### config.mk
export PLATFORM = sky130hd
export DESIGN_NAME = pwm_bank
export DESIGN_NICKNAME = d
export VERILOG_FILES = /design/src/rtl/pwm_bank.sv
export SDC_FILE = /design/constraint.sdc
export NUM_CORES = 1
export LEC_CHECK = 0
export CAP_MARGIN = 15
export CORE_UTILIZATION = 53
export CTS_CLUSTER_DIAMETER = 80
export DETAILED_ROUTE_END_ITERATION = 7
export HOLD_SLACK_MARGIN = 0.1
export PLACE_DENSITY = 0.8
export SLEW_MARGIN = 10
export SYNTH_ARGS = -nofsm -noshare
export SYNTH_HDL_FRONTEND = slang
export SYNTH_SLANG_ARGS = --single-unit
### constraint.sdc
create_clock -name clk -period 3.2 [get_ports clk]
set_input_delay 0.48 -clock clk [delete_from_list [all_inputs] [get_ports clk]]
set_output_delay 0.48 -clock clk [all_outputs]
set_load 0.03 [all_outputs]
### src/rtl/pwm_bank.sv
// pwm_bank: multi-channel PWM generator driven by byte writes from the SPI
// register peripheral. Each channel has a shadow duty that is committed to
// its active duty only at a period boundary, so outputs never glitch
// mid-period. A programmable prescaler stretches every period step.
//
// Optional feature macro: PWM_BANK_CENTER_ALIGN_EN
//   defined   -> control bit 0 selects centre-aligned (triangle) compare
//   undefined -> edge-aligned only, control writes are ignored
//
// Write port: wr_en is a single-cycle strobe with no back-pressure; every
// cycle with wr_en high is exactly one accepted write of wr_data to wr_addr.

module pwm_bank #(
  parameter int NUM_CH = 16,
  parameter int CNT_W  = 8,
  parameter int PRE_W  = 12
) (
  input  logic              clk,
  input  logic              rst,
  input  logic              wr_en,
  input  logic [6:0]        wr_addr,
  input  logic [7:0]        wr_data,
  output logic [NUM_CH-1:0] out,
  output logic              period_start
);

  // Last value of the period counter (M-1 with M = 2^CNT_W - 1)
  localparam logic [CNT_W-1:0] CNT_LAST = CNT_W'((1 << CNT_W) - 2);

  logic [NUM_CH-1:0] out_en;
  logic [NUM_CH-1:0] pwm_en;
  logic [NUM_CH-1:0] out_en_nxt;
  logic [NUM_CH-1:0] pwm_en_nxt;
  logic [NUM_CH-1:0] out_nxt;
  logic [PRE_W-1:0]  prescale;
  logic [PRE_W-1:0]  prescale_nxt;
  logic [PRE_W-1:0]  pcnt;
  logic [CNT_W-1:0]  cnt;
  logic [CNT_W-1:0]  cmp;
  logic [CNT_W-1:0]  shadow [NUM_CH];
  logic [CNT_W-1:0]  active [NUM_CH];
  logic              tick;
  logic              wrap;

  // A tick ends each prescaler interval; >= makes a shrinking prescale tick at once
  assign tick = (pcnt >= prescale);
  // The boundary tick is the one that takes cnt from its last value back to 0
  assign wrap = tick && (cnt == CNT_LAST);

  // Decode byte writes to enable and prescale registers; bits past NUM_CH do not exist
  always_comb begin
    out_en_nxt   = out_en;
    pwm_en_nxt   = pwm_en;
    prescale_nxt = prescale;
    if (wr_en) begin
      for (int ch = 0; ch < NUM_CH; ch++) begin
        if (wr_addr == 7'(ch / 8))
          out_en_nxt[ch] = wr_data[3'(ch)];
        if (wr_addr == 7'(16 + ch / 8))
          pwm_en_nxt[ch] = wr_data[3'(ch)];
      end
      for (int b = 0; b < PRE_W; b++) begin
        if (b < 8) begin
          if (wr_addr == 7'h20)
            prescale_nxt[b] = wr_data[3'(b)];
        end else if (wr_addr == 7'h21) begin
          prescale_nxt[b] = wr_data[3'(b)];
        end
      end
    end
  end

`ifdef PWM_BANK_CENTER_ALIGN_EN
  localparam int               TRI_W    = CNT_W - 1;
  localparam logic [CNT_W-1:0] CNT_HALF = CNT_W'(1 << (CNT_W - 1));

  logic             ctrl_center;
  logic             mode_center;
  logic [TRI_W-1:0] tri_val;

  // Triangle rises over the first half and folds back over the second; the
  // compare is mirrored and doubled so it is smallest at mid-period and the
  // full duty range still maps onto 0..M-1
  always_comb begin
    tri_val = (cnt < CNT_HALF) ? cnt[TRI_W-1:0] : TRI_W'(CNT_LAST - cnt);
    cmp     = mode_center ? (CNT_LAST - {tri_val, 1'b0}) : cnt;
  end

  // Mode register is written any time; the mode in use only changes at a boundary
  always_ff @(posedge clk) begin
    if (rst) begin
      ctrl_center <= 1'b0;
      mode_center <= 1'b0;
    end else begin
      if (wr_en && (wr_addr == 7'h30))
        ctrl_center <= wr_data[0];
      if (wrap)
        mode_center <= ctrl_center;
    end
  end
`else
  // Edge-aligned compare only
  assign cmp = cnt;
`endif

  // Per-channel next output: disabled low, static high, or PWM compare
  always_comb begin
    for (int ch = 0; ch < NUM_CH; ch++) begin
      if (!out_en[ch])
        out_nxt[ch] = 1'b0;
      else if (!pwm_en[ch])
        out_nxt[ch] = 1'b1;
      else
        out_nxt[ch] = (cmp < active[ch]);
    end
  end

  // Prescaler and period counter
  always_ff @(posedge clk) begin
    if (rst) begin
      pcnt <= '0;
      cnt  <= '0;
    end else begin
      if (tick) begin
        pcnt <= '0;
        cnt  <= (cnt == CNT_LAST) ? '0 : cnt + 1'b1;
      end else begin
        pcnt <= pcnt + 1'b1;
      end
    end
  end

  // Enable and prescale registers take writes immediately
  always_ff @(posedge clk) begin
    if (rst) begin
      out_en   <= '0;
      pwm_en   <= '0;
      prescale <= '0;
    end else begin
      out_en   <= out_en_nxt;
      pwm_en   <= pwm_en_nxt;
      prescale <= prescale_nxt;
    end
  end

  // Shadow duties take writes; active duties copy the old shadow at a boundary,
  // so a write landing on the boundary cycle waits one more period
  always_ff @(posedge clk) begin
    for (int ch = 0; ch < NUM_CH; ch++) begin
      if (rst) begin
        shadow[ch] <= '0;
        active[ch] <= '0;
      end else begin
        if (wrap)
          active[ch] <= shadow[ch];
        if (wr_en && (wr_addr == 7'(64 + ch)))
          shadow[ch] <= wr_data[CNT_W-1:0];
      end
    end
  end

  // Registered outputs; period_start marks the commit
  always_ff @(posedge clk) begin
    if (rst) begin
      out          <= '0;
      period_start <= 1'b0;
    end else begin
      out          <= out_nxt;
      period_start <= wrap;
    end
  end

endmodule
======== Word-level counts from Yosys, hierarchy flattened ========
Memory sizes are Yosys's and may differ from the RTL's.
Index checks and enable logic that the tools add are counted.
Widths: inputs -> output; s select.
operators by class
  magnitude comparators ................... 9
  add/subtract/negate cells ............... 2
  mux-type cells .......................... 94
  reductions and logical operators ........ 33
  equality and inequality tests ........... 22
  bitwise operators ....................... 40
operators by type and width
  cell                   number
  $mux 8                 33
  $eq 7x7->1 const B     16
  $lt 8x8->1             8
  $mux 1                 61
  $or 1x1->1             32
  $reduce_or 2->1        9
  $logic_and 1x1->1      17
  $eq 7x5->1 const B     2
  $eq 7x6->1 const B     2
  $add 12x1->12 const B  1
  $ge 12x12->1           1
  $reduce_and 2->1       6
  $add 8x1->8 const B    1
  $eq 8x8->1 const B     1
  $not 1->1              8
  $eq 7x1->1 const B     1
  $logic_not 7->1        1
storage, ports and cells
  logic and storage cells ................. 219
  RAM bits ................................ 256
  register bits after elaboration ......... 53
  bits of input ports ..................... 18
  memories kept ........................... 2
  output and inout bits ................... 17
memories
  name    words  width  read ports  clocked after Yosys merged registers in  write ports  line  source
  active  16     8      8           0                                        16           41    logic [CNT_W-1:0] active [NUM_CH];
  shadow  16     8      16          0                                        16           40    logic [CNT_W-1:0] shadow [NUM_CH];

======== Depth between registers and ports, before layout ========
  depth in word-level cells ............... 6
  gate-level depth with buffers ........... 9
  depth with buffers taken out ............ 7

======== Least setup slack after synthesis ========
OpenSTA, ideal clock, no wires.
  path kind ............................... reg-to-reg
  start ................................... register cnt[1], in the netlist cmp[1]
  end ..................................... memory active[0][0], enable pin
  path slack .............................. 0.184 ns
  data arrival time ....................... 2.596 ns
  stages on the path, launching flop included .. 5
  clock period less this slack ............ 3.016 ns
  library setup time ...................... 0.421 ns
  path buffers ............................ 0
  data required time ...................... 2.779 ns
  cell sequence ........................... dfxtp_1 ha_1 nand4_1 nor2_1 a21o_1
RTL lines
  what                      line  source
  start: declaration        38    logic [CNT_W-1:0] cnt;
  start signal: assignment  126   cnt <= (cnt == CNT_LAST) ? '0 : cnt + 1'b1;
  end: declaration          41

==> results_dict.tcl <==
set metrics [dict create \
    cpMostUsedCell "nor2_1" \
    drtIter0Drc 414 \
    tns_ns 0 \
    critical_path_class "reg2reg" \
    syn_to_final_growth_pct 13.44 \
    yosys.area_share.adder_pct 9.548 \
    synth_xor_area_share_pct 0.9976 \
    relSlewSlack_pct 44.71 \
    numPortBuffers 26 \
    required_ns 3.39 \
    cts_setup_buffers 0 \
    grt_overflow 0 \
    grt_max_degree 66 \
    grt_usage_pct 22.59 \
    die_w_um 130.7 \
    vias 5702 \
    vias_per_cell 5.441 \
    ys_ff_latch 181 \
    power_frac_clock_pct 43.0 \
    root_buffer "clkbuf_16" \
    place_hpwl_um 11450 \
    gp_congestion 0.8288 \
    clk_path_buf_depth 2 \
    numCtsBuffers 17 \
    die_h_um 130.7 \
    worstPathCellList "inv_1 > ha_1 > a211oi_2 > nor2_1 > nor2_1 > a2111oi_4 > buf_4 > and2_1" \
    worst_slack_ns 0.8139 \
    ir_drop_mv 0.4154 \
    row_count 46 \
    final_hold_viol_count 0 \
    insertion_delay_ns 0.44 \
    synth_mux_area_share_pct 0 \
    avgSynthCellArea_um2 11.39 \
    p_leak_nw 3.914 \
    switching_power_mw 1.163 \
    synth_top_family_by_area "simple AND/OR/NAND/NOR gates" \
    die_area_um2 17080 \
    clock.fmax_ghz 0.4191 \
    maxCapViolCount 0 \
    tightest_slew_ns 0.8268 \
    yosysWarningCount 0 \
    ys_types 49 \
    clk_pin_slew_worst_paths_ns 0.07 \
    endpoint_kind "register" \
    stdcell_area_um2 9960 \
    synth-async-reset-ratio_pct 0 \
    hold_path_class "reg2reg" \
    status "finished clean" \
    cts_resized 0 \
    cts_tree "built" \
    synth_area_um2 8780 \
    antenna_found_initial 0 \
    coreArea_um2 16000 \
    grt_pass1_vias 5448 \
    htree_levels 4 \
    cts.sinks 181 \
    nets 904 \
    crit_fanout 65 \
    ys.flop_type "edfxtp_1" \
    critPathMaxStageDelay_ns 0.35 \
    grt_pass1_wl_um 27860 \
    synth-simple-area-share_pct 19.47 \
    reg2reg_depth 8 \
    p_per_area_nw_per_um2 503.3 \
    hold_buffers 0 \
    worst_setup_path_start_kind "register" \
    wl_per_cell_um 16.79 \
    setup_viol 0 \
    combPwrFrac_pct 5.3 \
    fin_crit_sh_pct 74.57 \
    fin_skew_ns 0.01107 \
    num_antenna_cells 0 \
    swShare_pct 23.20 \
    drive_above_1_share_pct 8.894 \
    initial_core_util_pct 54.87 \
    io_pins 35 \
    cp_slowest_cell "dfxtp_1" \
    dr.pass1.iters 5 \
    synth_edf_count 128 \
    drc_errors 0 \
    finalCriticalPeriod_ns 2.386 \
    synthCells 771 \
    intPower_mw 3.850 \
    drt_wl_total_um 17590 \
    cp_data_arrival_time_ns 2.57 \
    grt_setup_unrepaired "no" \
    drtAntennaViolNets 0 \
    dp_slack_ns 0.6109 \
    seq_area_frac_synth_pct 55.86 \
    maxSlewViolCount 0 \
    finalPower_mw 5.013 \
    power_frac_seq_pct 51.7 \
    min_path_cells 2 \
    synth_compound_area_share_pct 8.821 \
    placed_cell_area_um2 9354 \
]
==> final timing paths <==
kind / from / endpoint / slack (ns)
worst max register to register: prescale[9] / active[0][21] / 0.81
worst max-delay path: prescale[9] / active[0][21] / 0.81
worst min-delay path: out_en[10] / out_en[10] / 0.46
worst min register to register: out_en[10] / out_en[10] / 0.46
==> cells in the mapped netlist, drive strengths merged, types with 9 or more instances <==
master  number  area, um^2
a21o         9       67.56
a21oi       47       239.0
and2       128       800.8
and3        15       93.84
buf         19       153.9
clkbuf      10       37.54
dfxtp       53        1061
edfxtp     128        3844
ha          67       838.3
inv         71       266.5
nand2       44       165.2
nand3       31       155.2
nor2        17       71.32
nor3        20       131.4
o21ai       37       185.2
==> power groups by stage <==
stage / logic [mW] / registers (mW) / clock network [mW]
finish: 0.265 / 2.59 / 2.16
global route: 0.293 / 2.60 / 2.28
CTS: 0.263 / 2.59 / 2.18
detailed placement: 0.260 / 2.64 / 0
global placement: 0.253 / 2.64 / 0
floorplan: 0.143 / 2.64 / 0
==> placed cells by master, fill, tap and decap left out, types with 4 or more instances in the layout <==
cell / instances
a21boi_0: 8
a21o_1: 8
a21oi_1: 46
and2_1: 128
and3_1: 15
and4b_1: 8
buf_4: 23
clkbuf_16: 17
clkdlybuf4s50_1: 25
conb_1: 8
dfxtp_1: 53
edfxtp_1: 128
ha_1: 67
inv_1: 71
inv_6: 5
inv_8: 5
nand2_1: 44
nand3_1: 31
nor2_1: 16
nor2b_1: 8
nor3_1: 15
nor3_2: 4
o2111ai_1: 8
o211ai_1: 7
o21ai_0: 36
xor2_1: 8
==> area by class of cell <==
type	instances	area, um^2
fill	1254	6041
inverter	72	270.3
multi-input combinational	496	3441
clock inverter	14	176.4
tap	216	270.3
clock buffer	18	429.2
timing repair buffer	51	467.9
sequential	181	4905
==> sequential cells by signal, summed over array words and instances (netlist names) <==
signal and flops:
prescale 8, out 8, active 64, period_start 1, out_en 8, shadow 64
cmp 8, pcnt 12, pwm_en 8
==> metal layers <==
layer,track usage [%],vias up,part of all wire (%)
met2,36.38,205,48
met5,0,-,0
met4,11.76,0,3.1
li1,-,2786,-
met1,28.43,2663,41
met3,5.375,48,7.3
==> worst max-delay path, delay by kind of cell (launching register included) <==
family | cells | cell delay, ns
fa+ha+maj | 1 | 0.32
flops | 1 | 0.35
buf+inv | 2 | 0.37
compound gates | 2 | 0.43
simple gates | 3 | 0.64
==> per-stage QoR <==
stage / hold slack (ns) / std cells / utilization, %
final: 0.4568 / 1048 / 62.25
after CTS: 0.4557 / 1048 / 62.25
after global placement: 0.4437 / 1016 / 58.46
after global routing: 0.4743 / 1048 / 62.25
after detailed placement: 0.4463 / 1016 / 58.46
after floorplan: 0.4324 / 778 / -
==> logic make-up (layout without fill, tap and decap cells) <==
group                    after synthesis  count (layout)
other                                  1               8
XOR/XNOR                              10              10
adder cells (fa/ha/maj)               67              67
flip-flops                           181             181
AND/OR/NAND/NOR                      286             286
buffers and inverters                101             155
AO/OA/AOI/OAI                        125             125
Note: power is estimated with default switching activity, not from simulation.
